## src/rtl/cla_pkg.sv

```systemverilog
// Shared definitions for the nibble-serial lookahead adder:
// FSM state encoding, nibble width and counter sizing helper.
package cla_pkg;

  localparam int NIBBLE = 4;

  typedef enum logic [1:0] {
    IDLE = 2'd0,
    RUN  = 2'd1,
    DONE = 2'd2
  } state_t;

  // Index counter width for WIDTH/NIBBLE nibbles, never narrower than 1 bit.
  function automatic int idx_width(input int width);
    return (width / NIBBLE > 1) ? $clog2(width / NIBBLE) : 1;
  endfunction

endpackage

```

## src/rtl/cla4_carry.sv

```systemverilog
// 4-bit lookahead carry unit: generate/propagate terms expanded into the
// flat two-level sum-of-products form for every carry C1..C4.
module cla4_carry
  import cla_pkg::*;
(
  input  logic [NIBBLE-1:0] x,
  input  logic [NIBBLE-1:0] y,
  input  logic              c0,
  output logic [4:1]        c
);

  logic [NIBBLE-1:0] g;
  logic [NIBBLE-1:0] p;

  assign g = x & y;
  assign p = x | y;

  assign c[1] = g[0]
              | (p[0] & c0);

  assign c[2] = g[1]
              | (p[1] & g[0])
              | (p[1] & p[0] & c0);

  assign c[3] = g[2]
              | (p[2] & g[1])
              | (p[2] & p[1] & g[0])
              | (p[2] & p[1] & p[0] & c0);

  assign c[4] = g[3]
              | (p[3] & g[2])
              | (p[3] & p[2] & g[1])
              | (p[3] & p[2] & p[1] & g[0])
              | (p[3] & p[2] & p[1] & p[0] & c0);

endmodule

```

## src/rtl/cla_seq_adder16.sv

```systemverilog
// Sequential adder: one 4-bit lookahead nibble per cycle, LS nibble first,
// with the nibble carry rippled through a register between cycles.
module cla_seq_adder16
  import cla_pkg::*;
#(
  parameter int WIDTH = 16
) (
  input  logic             clk,
  input  logic             rst_n,
  input  logic             start,
  input  logic [WIDTH-1:0] a,
  input  logic [WIDTH-1:0] b,
  input  logic             cin,
  output logic             ready,
  output logic             done,
  output logic [WIDTH-1:0] sum,
  output logic             cout,
  output logic             ovf
);

  localparam int NUM_NIB = WIDTH / NIBBLE;
  localparam int IDX_W   = idx_width(WIDTH);
  localparam logic [IDX_W-1:0] LAST_IDX = IDX_W'(NUM_NIB - 1);

  state_t           state_reg;
  state_t           state_next;
  logic [WIDTH-1:0] a_reg;
  logic [WIDTH-1:0] b_reg;
  logic [WIDTH-1:0] sum_reg;
  logic [WIDTH-1:0] sum_next;
  logic             carry_reg;
  logic             cout_reg;
  logic             ovf_reg;
  logic [IDX_W-1:0] idx_reg;

  logic [NIBBLE-1:0] a_nib [NUM_NIB];
  logic [NIBBLE-1:0] b_nib [NUM_NIB];
  logic [NIBBLE-1:0] x;
  logic [NIBBLE-1:0] y;
  logic [NIBBLE-1:0] nib_sum;
  logic [4:1]        c;
  logic              last_nib;

  for (genvar gi = 0; gi < NUM_NIB; gi++) begin : g_nib
    assign a_nib[gi] = a_reg[gi*NIBBLE +: NIBBLE];
    assign b_nib[gi] = b_reg[gi*NIBBLE +: NIBBLE];
  end

  assign x        = a_nib[idx_reg];
  assign y        = b_nib[idx_reg];
  assign last_nib = (idx_reg == LAST_IDX);

  cla4_carry u_carry (
    .x  (x),
    .y  (y),
    .c0 (carry_reg),
    .c  (c)
  );

  // Bit i of the nibble uses the lookahead carry into that bit position.
  assign nib_sum = x ^ y ^ {c[3:1], carry_reg};

  always_comb begin
    sum_next = sum_reg;
    for (int i = 0; i < NUM_NIB; i++) begin
      if (idx_reg == IDX_W'(i)) begin
        sum_next[i*NIBBLE +: NIBBLE] = nib_sum;
      end
    end
  end

  always_comb begin
    state_next = state_reg;
    ready      = 1'b0;
    done       = 1'b0;
    case (state_reg)
      IDLE: begin
        ready = 1'b1;
        if (start) begin
          state_next = RUN;
        end
      end
      RUN: begin
        if (last_nib) begin
          state_next = DONE;
        end
      end
      DONE: begin
        done       = 1'b1;
        state_next = IDLE;
      end
      default: begin
        state_next = IDLE;
      end
    endcase
  end

  always_ff @(posedge clk or negedge rst_n) begin
    if (!rst_n) begin
      state_reg <= IDLE;
      a_reg     <= '0;
      b_reg     <= '0;
      sum_reg   <= '0;
      carry_reg <= 1'b0;
      cout_reg  <= 1'b0;
      ovf_reg   <= 1'b0;
      idx_reg   <= '0;
    end else begin
      state_reg <= state_next;
      case (state_reg)
        IDLE: begin
          if (start) begin
            a_reg     <= a;
            b_reg     <= b;
            carry_reg <= cin;
            sum_reg   <= '0;
            idx_reg   <= '0;
          end
        end
        RUN: begin
          sum_reg   <= sum_next;
          carry_reg <= c[4];
          if (last_nib) begin
            // Carry into and out of the MSB decide the signed overflow.
            cout_reg <= c[4];
            ovf_reg  <= c[3] ^ c[4];
            idx_reg  <= '0;
          end else begin
            idx_reg <= idx_reg + 1'b1;
          end
        end
        default: begin
        end
      endcase
    end
  end

  assign sum  = sum_reg;
  assign cout = cout_reg;
  assign ovf  = ovf_reg;

endmodule

```

## config.mk

```make
export PLATFORM = sky130hd
export DESIGN_NAME = cla_seq_adder16
export DESIGN_NICKNAME = d
export VERILOG_FILES = /design/src/rtl/cla_pkg.sv /design/src/rtl/cla4_carry.sv /design/src/rtl/cla_seq_adder16.sv
export SDC_FILE = /design/constraint.sdc
export NUM_CORES = 1
export LEC_CHECK = 0
export BUFFER_PORTS_ARGS = -buffer_cell sky130_fd_sc_hd__buf_2
export CAP_MARGIN = 15
export CORE_UTILIZATION = 29
export DETAILED_ROUTE_END_ITERATION = 12
export GPL_TIMING_DRIVEN = 1
export PLACE_DENSITY = 0.55
export SLEW_MARGIN = 20
export SYNTH_ARGS = -nofsm -noshare
export SYNTH_HDL_FRONTEND = slang
export SYNTH_HIERARCHICAL = 1
export SYNTH_SLANG_ARGS = --single-unit
```

## constraint.sdc

```tcl
create_clock -name clk -period 4.2 [get_ports clk]
set_input_delay 0.21 -clock clk [delete_from_list [all_inputs] [get_ports clk]]
set_output_delay 0.21 -clock clk [all_outputs]
set_load 0.01 [all_outputs]
```

-- Yosys cells after proc, flatten, opt, wreduce, memory -nomap -nowiden
Index checks and enable logic that the tools add are counted.
- word-level logic and storage cells: 88
- register bits after elaboration: 55
- output and inout bits: 20
- input port bits: 36
- $lt $le $gt $ge: 1
- mux-type cells: 22
- reduce and logical (&&, ||, !) cells: 11
- equality and inequality tests: 10
- bitwise operators: 32
- add/subtract/negate cells: 1
- operators with widths (cell ; number):
    two-way mux 4 bit ; 8
    one-hot mux 16 bit (2 select lines) ; 1
    bitwise AND 1 bit ; 16
    binary-select mux 4 bit (select 2 bit) ; 2
    two-way mux 16 bit ; 1
    AND reduction 3 bit ; 4
    inequality test 2 bit (second input constant) ; 5
    bitwise OR 1 bit ; 10
    two-way mux 2 bit ; 4
    one-hot mux 2 bit (2 select lines) ; 2
    AND reduction 2 bit ; 4
    XOR 4 bit ; 2
    == test 2 bit (second input constant) ; 3
    bitwise AND 4 bit ; 1
    == test 2 x 1 -> 1 bit (second input constant) ; 2
    logical NOT 2 bit ; 2
    bitwise OR 4 bit ; 1
    >= comparator 3 bit (second input constant) ; 1
    two-way mux 1 bit ; 3
    NOT 2 -> 3 bit ; 1
    adder 2 x 1 -> 2 bit (second input constant) ; 1
    one-hot mux 1 bit (2 select lines) ; 1
    nonzero test 2 bit ; 1
    XOR 1 bit ; 1

-- Longest topological paths before layout
Gate-level depths: netlist of the first run.
- depth in word-level cells: 12
- depth in mapped cells: 7

-- Cells and area by module
Netlist of the first run, hierarchy kept.
- modules (own cells, without submodules) (module ; area each (µm²) ; instances ; cells an instance):
    cla_seq_adder16 ; 2476.1 ; 1 ; 177
    cla4_carry ; 67.6 ; 1 ; 7

-- Worst setup path before layout of the first run
Ideal clock, no wire load.
- path kind: flip-flop to flip-flop
- from: register idx_reg[0]
- to: register sum_reg[14], in the netlist sum[14]
- setup time: 0.134 ns
- cell stages (with the launch flop): 7
- period minus slack after synthesis: 2.450 ns
- path buffers: 1
- arrival time: 2.316 ns
- slack: 1.750 ns
- cells stage by stage: dfrtp_1 -> buf_6 -> mux4_1 -> maj3_2 -> maj3_1 -> xnor3_2 -> o22ai_1
- word-level cells in the longest chain between the ends: 11
- elaborated cells between the ends (all ways): 21
- those cells by class: eq/ne (2); mux (8); bitwise (10); reduce/logical (1)
- ends and longest elaborated chain (element ; RTL line ; text):
    from (decl) ; cla_seq_adder16.sv:34 ; logic [IDX_W-1:0] idx_reg;
    from (signal assigned) ; cla_seq_adder16.sv:129 ; idx_reg <= idx_reg + 1'b1;
    NOT 2 -> 3 bit (implied by the code) * ; cla_seq_adder16.sv:50 ; assign y = b_nib[idx_reg];
    binary-select mux 4 bit (select 2 bit) * ; cla_seq_adder16.sv:50 ;
    two-way mux 4 bit (implied by the code) * (2 in a row) ; cla_seq_adder16.sv:50 ;
    net y[0] ; cla_seq_adder16.sv:39 ; logic [NIBBLE-1:0] y;
    bitwise AND 4 bit or bitwise OR 4 bit (tied branches) ; cla4_carry.sv:15, cla4_carry.sv:16 ;
    bitwise AND 1 bit, on equally long branches ; cla4_carry.sv:22, cla4_carry.sv:23 ;
    bitwise OR 1 bit or bitwise AND 1 bit (tied branches) ; cla4_carry.sv:22, cla4_carry.sv:23 ;
    bitwise OR 1 bit * ; cla4_carry.sv:23 ; | (p[1] & p[0] & c0);
    net c (one bit) ; cla_seq_adder16.sv:41 ; logic [4:1] c;
    XOR 4 bit * ; cla_seq_adder16.sv:61 ; assign nib_sum = x ^ y ^ {c[3:1], carry_reg};
    two-way mux 4 bit * ; cla_seq_adder16.sv:66 ; if (idx_reg == IDX_W'(i)) begin
    one-hot mux 16 bit (2 select lines) * ; cla_seq_adder16.sv:110 ; case (state_reg)
    to (signal assigned) ; cla_seq_adder16.sv:121 ; sum_reg <= sum_next;
    to (decl) ; cla_seq_adder16.sv:29 ; logic [WIDTH-1:0] sum_reg;
Mark *: on every way through the listed nets, which the timed path passes. The rest lies on a longest branch. The select of a mux whose other input is x is not followed.
A chain may end at the register's enable or synchronous reset.

-- Worst setup path after layout of the first run
Same ends and word-level chain as after synthesis.

==> impl_metrics.py, run 1 <==
metrics = {
    "grt": {
        "grt_antenna_before_repair": 0,
        "grt_start_max_net_pins": 56,
        "gr-total-overflow": 0,
        "grt_pass1_vias": 1655,
        "grt_pass1_wl_mm": 8.58,
        "grt_use_total_pct": 12.5,
    },
    "layout": {
        "fill_cells": 852,
        "antenna_cells": 0,
        "areaGrowthSynthToFinish_pct": 18.9,
        "nNetsFinal": 280,
        "mostFrequentLayoutCells": "dfrtp_1, buf_2, mux2_2",
        "layout-drive-gt1-share_pct": 43.8,
    },
    "route": {
        "viasPerCell": 4.66,
        "drt-met1-wl_mm": 2.66,
        "met2WireLength_mm": 2.22,
        "first_pass_iters": 4,
        "drtAntennaViolNets": 0,
        "wirelength_mm": 5.17,
        "top_layer": "met4",
        "wl_met3_um": 264,
        "drc_errors": 0,
        "num_vias": 1606,
        "post_drt_wl_per_cell_um": 15.0,
        "first_iter_violations": 44,
    },
    "timing": {
        "finClkSkew_ns": 0.00909,
        "fmax_mhz": 354,
        "finalHoldViolCount": 0,
        "slew_headroom_pct": 53.9,
        "fin_tns_setup_ns": 0,
        "slew_violations": 0,
        "rsz0062_at_grt": "false",
        "min_period_ns": 2.82,
        "post-route-period-util_pct": 67.2,
        "worst_slew_pin_slew_ns": 0.691,
        "finalSetupViolCount": 0,
    },
    "clock_tree": {
        "cts.sinks": 55,
        "post_cts.repair.setup_buffers": 0,
        "cts-root-buf": "clkbuf_8",
        "clockBufferDepth": 2,
        "clk_pin_slew_ns": 0.10,
        "tritoncts": "done",
        "ctsResizeCount": 0,
        "clock_latency_ns": 0.31,
        "cts_buffers": 5,
        "htreeDepth": 2,
        "hold_buffers": 0,
    },
    "power": {
        "peakVddDrop_mv": 0.358,
        "p_total_mw": 2.78,
        "leakage_nw": 1.41,
        "cellPowerDensity_nw_per_um2": 919,
    },
    "synthesis": {
        "syn_area_sq_um": 2540,
        "mappedNetlistNets": 224,
        "yosysUniqueCellTypes": 30,
        "synth-seq-cells": 55,
        "synth_edf_count": 0,
        "syn_inst": 184,
        "ys_warn_count": 6,
        "ys_seq_area_share_pct": 54.1,
        "avgSynthCellArea_sq_um": 13.8,
        "synth-async-reset-ratio_pct": 100,
        "ys.flop_type": "dfrtp_1",
    },
    "floorplan": {
        "die_w_um": 95.7,
        "die-area_sq_um": 9150,
        "start_util_pct": 30.5,
        "die_y_um": 95.7,
        "rows": 33,
        "core_sq_um": 8340,
        "ios": 56,
    },
    "critical_path": {
        "arrival_ns": 3.00,
        "cp_max_fo": 13,
        "required_ns": 4.38,
        "worstSetupPathType": "flip-flop to flip-flop",
        "regToRegSetupSlack_ns": 1.38,
        "cp-start-kind": "flip-flop",
        "endpoint_kind": "flip-flop",
    },
    "placed_design": {
        "numPortBuffers": 55,
        "routabilityCongestion": 0.733,
        "dp_hpwl_mm": 3.64,
    },
    "flow_run": {
        "cap_violations": 0,
    },
    "outcome": {
        "status": "complete, no violations",
    },
    "min_path": {
        "hold_class": "input port to async pin",
    },
}
-- through the flow --
| stage | hold WS, ns | std cells | util [%] | instance area (sq um) | worst slack (ns) |
|---|---|---|---|---|---|
| final | 0.0250 | 345 | 36.3 | 3030 | 1.38 |
| after global placement | 0.387 | 338 | 35.0 | 2920 | 1.43 |
| after global routing | 0.0718 | 345 | 36.3 | 3030 | 1.25 |
| after CTS | 0.0548 | 345 | 36.3 | 3030 | 1.34 |
| after detailed placement | 0.391 | 338 | 35.0 | 2920 | 1.38 |
| after floorplan | -0.0856 | 184 | - | 2540 | 1.75 |
-- final cells by class --
class	count	area [sq um]	share of cell area, %
clock inverter	1	30.0	0.993
sequential	55	1380	45.5
timing repair buffer	57	290	9.59
multi-input combinational	102	1050	34.8
inverter	19	71.3	2.36
tap	105	131	4.34
clock buffer	6	72.6	2.40
-- per-layer routing --
metal / global-route usage, % / vias up
met2: 18.3 / 49
met1: 18.6 / 778
met3: 3.03 / 4
met4: 2.86 / 0
li1: - / 775
met5: 0 / -
-- power breakdown --
group	total (mW)	leakage (nW)	switching, mW	internal, mW
combinational	1.48	0.687	0.683	0.794
clock	0.347	0.0513	0.171	0.175
sequential	0.956	0.675	0.181	0.775
total	2.78	1.41	1.03	1.74
-- synthesized netlist by cell type, types with 3 or more instances --
| master | instances | area, sq um |
|---|---|---|
| mux4_2 | 3 | 67.6 |
| mux2_2 | 31 | 349 |
| inv_1 | 19 | 71.3 |
| nand2_1 | 8 | 30.0 |
| a21oi_1 | 7 | 35.0 |
| dfrtp_1 | 55 | 1380 |
| ha_1 | 4 | 50.1 |
| o22ai_1 | 16 | 100 |
| xnor3_2 | 4 | 95.1 |
| mux4_1 | 5 | 131 |
| buf_2 | 4 | 20.0 |
| nand2b_1 | 3 | 18.8 |
| clkbuf_1 | 3 | 11.3 |
-- critical path: stages (launching register included) --
cell     delay [ns]
dfrtp_1        0.74
mux4_1         0.68
maj3_2         0.37
maj3_1         0.36
xnor3_2        0.45
o22ai_1        0.09
-- kinds of logic after synthesis --
kind of cell / count (synthesis) / synth area share [%]
AO/OA/AOI/OAI: 31 / 8.12
XOR/XNOR: 5 / 4.08
adder cells (fa/ha/maj): 7 / 3.25
buffers and inverters: 27 / 4.48
flip-flops: 55 / 54.1
multiplexers: 41 / 22.4
AND/OR/NAND/NOR: 18 / 3.54
-- path summary, 6_finish.rpt --
path                            depth (start not counted)        end        from
worst min register to register                          1   a_reg[8]    a_reg[8]
worst max register to register                          5    sum[14]  idx_reg[0]
max in group asynchronous                               2   a_reg[7]       rst_n
min in group clk                                        2  a_reg[12]       a[12]
worst max-delay path                                    5    sum[14]  idx_reg[0]
worst min-delay path                                    2     sum[5]       rst_n
Note: power is estimated with default switching activity, not from simulation.
==> run 2, diff against run 1 <==
- PLACE_DENSITY: 0.55 -> 0.57
- clock period: 4.2 -> 2.35 ns (I/O delays scaled with it)
==> impl_metrics.py, run 2 (synthesized netlist as in run 1, its figures left out) <==
metrics = {
    "outcome": {
        "status": "complete, no violations",
    },
    "power": {
        "peakVddDrop_mv": 0.518,
        "leakage_nw": 1.47,
        "cellPowerDensity_nw_per_um2": 1630,
    },
    "min_path": {
        "min_from": "a[12]",
        "min_path_cells": 2,
        "hold_path_end": "a_reg[12]",
        "hold_class": "input port to flip-flop",
    },
    "timing": {
        "fmax_mhz": 428,
        "slew_violations": 0,
        "finClkSkew_ns": 0.00711,
        "finalHoldViolCount": 0,
        "rsz0062_at_grt": "true",
        "min_period_ns": 2.34,
        "whs_ns": 0.0403,
        "slew_headroom_pct": 54.9,
        "finalSetupViolCount": 0,
        "worst_slew_pin_slew_ns": 0.677,
        "post-route-period-util_pct": 99.5,
    },
    "clock_tree": {
        "tritoncts": "done",
        "cts.sinks": 55,
        "clock_latency_ns": 0.30,
        "clk_pin_slew_ns": 0.09,
        "clockBufferDepth": 2,
        "htreeDepth": 2,
        "cts-root-buf": "clkbuf_8",
        "cts_buffers": 5,
    },
    "route": {
        "num_vias": 1652,
        "wirelength_mm": 5.15,
        "first_iter_violations": 81,
        "drc_errors": 0,
        "drtAntennaViolNets": 0,
        "post_drt_wl_per_cell_um": 14.5,
        "viasPerCell": 4.65,
        "first_pass_iters": 4,
    },
    "layout": {
        "areaGrowthSynthToFinish_pct": 23.4,
        "mostFrequentLayoutCells": "dfrtp_1, buf_2, mux2_2",
        "fin_cells": 355,
        "layout-drive-gt1-share_pct": 47.6,
        "fill_cells": 818,
        "nNetsFinal": 290,
        "antenna_cells": 0,
    },
    "critical_path": {
        "path_common_cell": "maj3_2",
        "endpoint_kind": "flip-flop",
        "cp_cell_sequence": "buf_12 > mux4_2 > maj3_2 > o2bb2ai_2 > maj3_2 > a221o_1",
        "path_buf_inv": 1,
        "cp_slowest_cell": "mux4_2",
        "cpLargestDelayFamily": "adder cells",
        "arrival_ns": 2.52,
        "regToRegSetupSlack_ns": 0.01,
        "cp_max_fo": 6,
        "crit_start": "idx_reg[0]",
        "r2r_end": "carry_reg",
        "cp-start-kind": "flip-flop",
        "r2r_start": "idx_reg[0]",
        "reg2reg_depth": 6,
        "required_ns": 2.53,
        "worstSetupPathType": "flip-flop to flip-flop",
        "cpPeakStageDelay_ns": 0.52,
    },
    "grt": {
        "gr-total-overflow": 0,
        "grt_pass1_wl_mm": 8.45,
        "grt_start_max_net_pins": 33,
        "top_usage_layer": "met2",
        "grt_use_total_pct": 12.2,
        "grt_pass1_vias": 1639,
        "grtUsageMet1_pct": 17.7,
        "grt_util_met2_pct": 18.8,
        "grt_antenna_before_repair": 0,
        "met3_usage_pct": 2.87,
    },
    "floorplan": {
        "rows": 33,
        "core_sq_um": 8340,
        "die-area_sq_um": 9150,
        "die_y_um": 95.7,
        "ios": 56,
        "start_util_pct": 30.5,
        "die_w_um": 95.7,
    },
    "placed_design": {
        "dp_hpwl_mm": 3.85,
        "routabilityCongestion": 0.712,
        "dp.cells": 342,
        "numPortBuffers": 55,
    },
    "flow_run": {
        "cap_violations": 0,
    },
}
[run 2: routing by layer]
layer / vias up / wire length, um
li1: 793 / -
met1: 816 / 2510
met2: 41 / 2390
met3: 2 / 230
met4: 0 / 12
met5: - / 0
[run 2: metrics by stage]
step                      area [sq um]  setup WS [ns]  utilization [%]  setup TNS, ns  power, mW
final                             3140         0.0111             37.6              0       5.12
after global routing              3140        -0.0961             37.6         -0.461       5.49
after CTS                         3120       -0.00421             37.4       -0.00421       5.13
after detailed placement          2970        -0.0138             35.7        -0.0168       4.45
after global placement            2970         0.0426             35.7              0       4.38
after floorplan                   2540         0.0366                -              0       3.67
[run 2: power by group]
group | switching (mW) | leakage (nW) | internal [mW]
clock network | 0.284 | 0.0513 | 0.313
logic | 1.33 | 0.740 | 1.54
registers | 0.266 | 0.675 | 1.39
[run 2: how the worst max path moves through the flow]
stage / endpoint / slack (ns) / cells past startpoint
after detailed placement: carry_reg / -0.01 / 6
after CTS: carry_reg / -0.004 / 6
after floorplan: carry_reg / 0.04 / 6
final: carry_reg / 0.01 / 6
after global routing: carry_reg / -0.1 / 6
after global placement: carry_reg / 0.04 / 6
[run 2: area by class of cell]
type	count	area, sq um	share of cell area (%)
inverter	19	71.3	2.27
tap	105	131	4.18
timing repair buffer	67	393	12.5
sequential	55	1380	43.8
clock inverter	1	30.0	0.957
clock buffer	6	72.6	2.31
multi-input combinational	102	1060	33.9
[run 2: timing repair]
action | 4_1_cts | 5_1_grt
pin swaps | 2 | 5
hold buffers | 1 | 0
hold endpoints to repair | 28 | 0
setup buffers | 3 | 2
endpoints found under the setup margin | 3 | 11
resized for setup | 1 | 4
[run 2: worst reg2reg max path: stages, from the launching register on]
cell and delay, ns:
dfrtp_1 0.42, buf_12 0.14, mux4_2 0.52, maj3_2 0.35
o2bb2ai_2 0.16, maj3_2 0.33, a221o_1 0.30
==> run 3, diff against run 2 <==
- PLACE_DENSITY: 0.57 -> 0.56
- SKIP_CTS_REPAIR_TIMING: default -> 1
- SYNTH_HIERARCHICAL: 1 -> default
==> impl_metrics.py, run 3 <==
metrics = {
    "outcome": {
        "status": "finished with violations",
        "violations": "DRC",
    },
    "critical_path": {
        "arrival_ns": 2.53,
        "cpLargestDelayFamily": "simple AND/OR/NAND/NOR gates",
        "cp_slowest_cell": "mux4_2",
        "regToRegSetupSlack_ns": 0.01,
        "r2r_end": "sum[15]",
        "worstSetupPathDepth": 7,
        "cp_max_fo": 7,
        "reg2reg_depth": 7,
        "required_ns": 2.54,
        "cpPeakStageDelay_ns": 0.55,
        "path_buf_inv": 1,
        "worstSetupPathType": "flip-flop to flip-flop",
        "endpoint_kind": "flip-flop",
        "r2r_start": "idx_reg[0]",
        "cp_cell_sequence": "buf_12 > mux4_2 > ha_4 > nor2b_1 > or2_1 > or3_4 > a32o_1",
        "cp-start-kind": "flip-flop",
    },
    "synthesis": {
        "ys_seq_area_share_pct": 51.5,
        "synth_top_area_share_pct": 51.5,
        "avgSynthCellArea_sq_um": 13.3,
        "ys.flop_type": "dfrtp_1",
        "synth_most_common_cell": "dfrtp_1",
        "synth_commonest_cells": "dfrtp_1, mux2_2, nand2_1, inv_1, ha_1",
        "syn_area_sq_um": 2670,
        "synth-async-reset-ratio_pct": 100,
        "synthTopCellsByArea": "dfrtp_1, mux2_2, mux4_2",
        "mappedNetlistNets": 250,
        "ys_warn_count": 0,
        "syn_inst": 201,
        "synth_edf_count": 0,
        "yosysUniqueCellTypes": 36,
        "synth_area_leader_cell": "dfrtp_1",
        "synth-seq-cells": 55,
    },
    "floorplan": {
        "die-area_sq_um": 9610,
        "die_w_um": 98.0,
        "start_util_pct": 30.4,
        "ios": 56,
        "die_y_um": 98.0,
        "rows": 34,
        "core_sq_um": 8810,
    },
    "layout": {
        "layout-drive-gt1-share_pct": 44.3,
        "mostFrequentLayoutCells": "dfrtp_1, buf_2, mux2_2",
        "final_area_sq_um": 3250,
        "fill_cells": 873,
        "areaGrowthSynthToFinish_pct": 21.6,
        "fin_cells": 379,
        "nNetsFinal": 319,
        "antenna_cells": 0,
    },
    "clock_tree": {
        "tritoncts": "done",
        "cts_buffers": 5,
        "htreeDepth": 2,
        "clk_pin_slew_ns": 0.10,
        "cts.sinks": 55,
        "clock_latency_ns": 0.30,
        "cts-root-buf": "clkbuf_8",
        "clockBufferDepth": 2,
    },
    "timing": {
        "rsz0062_at_grt": "true",
        "slew_headroom_pct": 64.8,
        "fin_ws_ns": 0.0106,
        "post-route-period-util_pct": 99.5,
        "finalHoldViolCount": 0,
        "worst_slew_pin_slew_ns": 0.523,
        "min_period_ns": 2.34,
        "slew_violations": 0,
        "finClkSkew_ns": 0.0113,
        "finalSetupViolCount": 0,
        "fmax_mhz": 427,
    },
    "power": {
        "p_int_mw": 3.11,
        "power_switching_mw": 2.01,
        "power.share.switching_pct": 39.3,
        "clock_power_share_pct": 10.2,
        "p_total_mw": 5.12,
        "p_comb_share_pct": 56.8,
        "p_seq_share_pct": 33.0,
        "cellPowerDensity_nw_per_um2": 1580,
        "peakVddDrop_mv": 0.639,
        "leakage_nw": 1.52,
    },
    "min_path": {
        "min_from": "b[15]",
        "hold_path_end": "b_reg[15]",
        "min_path_cells": 2,
        "hold_class": "input port to flip-flop",
    },
    "grt": {
        "grt_antenna_before_repair": 0,
        "grt_use_total_pct": 12.4,
        "grt_start_max_net_pins": 36,
        "grt_pass1_vias": 1864,
        "gr-total-overflow": 0,
        "grt_pass1_wl_mm": 9.36,
    },
    "flow_run": {
        "cap_violations": 0,
    },
    "placed_design": {
        "dp_hpwl_mm": 4.25,
        "dpl_cell_area_sq_um": 3110,
        "numPortBuffers": 55,
        "dp.cells": 367,
        "detailedPlace.worstSlack_ns": 0.00402,
        "routabilityCongestion": 0.759,
    },
    "route": {
        "drtAntennaViolNets": 0,
        "viasPerCell": 4.61,
        "wirelength_mm": 5.44,
        "drc_errors": 5,
        "first_pass_iters": 8,
        "post_drt_wl_per_cell_um": 14.3,
        "first_iter_violations": 63,
        "num_vias": 1748,
    },
}
[run 3: cell types whose count changed in the layout (fill, tap and decap cells not counted), sizes merged, moves of 3 or more]
| cell | change |
|---|---|
| maj3 | -3 |
| nand2b | +3 |
| ha | +8 |
| a32o | +8 |
| o31ai | +3 |
| buf | +3 |
| nand2 | +6 |
| o21ai | +8 |
| inv | -5 |
| o22ai | -16 |
| xnor3 | -4 |
[run 3: routing by layer]
layer,routed length [um],vias up,GRT usage [%]
met5,0,-,0
met4,16,0,2.45
met3,306,2,2.86
met2,2520,45,20.0
met1,2600,845,17.1
li1,-,856,-
[run 3: how the worst max path moves through the flow]
stage / from / end / slack [ns]
after floorplan: idx_reg[0] / sum[11] / 0.005
final: idx_reg[0] / sum[15] / 0.01
after CTS: idx_reg[0] / sum[14] / -0.02
after global routing: idx_reg[0] / sum[15] / -0.08
after global placement: idx_reg[0] / sum[14] / 0.02
after detailed placement: idx_reg[0] / sum[14] / 0.004
[run 3: power groups by stage]
stage	clock network (mW)	registers [mW]	logic (mW)
after floorplan	0	1.65	1.99
after global placement	0	1.73	2.81
after detailed placement	0	1.73	2.86
after CTS	0.545	1.71	2.87
after global routing	0.597	1.78	3.27
final	0.524	1.69	2.91
[run 3: through the flow]
stage	hold WS, ns	setup TNS, ns	util, %
2_1_floorplan	-0.178	0	-
6_report	0.0283	0	36.9
3_5_place_dp	0.0505	0	35.3
5_1_grt	0.0245	-0.448	36.9
3_3_place_gp	0.0373	0	35.3
4_1_cts	-0.294	-0.0668	36.3
[run 3: cell type report]
| class | instances | area (sq um) | area share (%) |
|---|---|---|---|
| flip-flops and latches | 55 | 1380 | 42.3 |
| multi-input cells | 125 | 1200 | 36.9 |
| repair buffers | 70 | 403 | 12.4 |
| well taps | 108 | 135 | 4.16 |
| clock buffers | 6 | 72.6 | 2.23 |
| inverters | 13 | 48.8 | 1.50 |
| clock inverters | 2 | 16.3 | 0.500 |
[run 3: cell families (layout without fill, tap and decap cells)]
family | after synthesis | after routing | share of synthesized area [%]
muxes | 40 | 40 | 20.2
xor gates and xnor gates | 1 | 1 | 0.328
adders and majority gates | 13 | 13 | 6.36
DFF | 55 | 55 | 51.5
AOI/OAI and AO/OA | 37 | 37 | 9.87
and+or+nand+nor | 34 | 34 | 7.30
buffers and inverters | 21 | 91 | 4.45
[run 3: worst reg2reg max path: cells and delay by family, from the launching register on]
family | cells | cell delay [ns]
simple gates | 3 | 0.70
fa+ha+maj | 1 | 0.19
flops | 1 | 0.40
mux | 1 | 0.55
buf+inv | 1 | 0.14
compound gates | 1 | 0.26
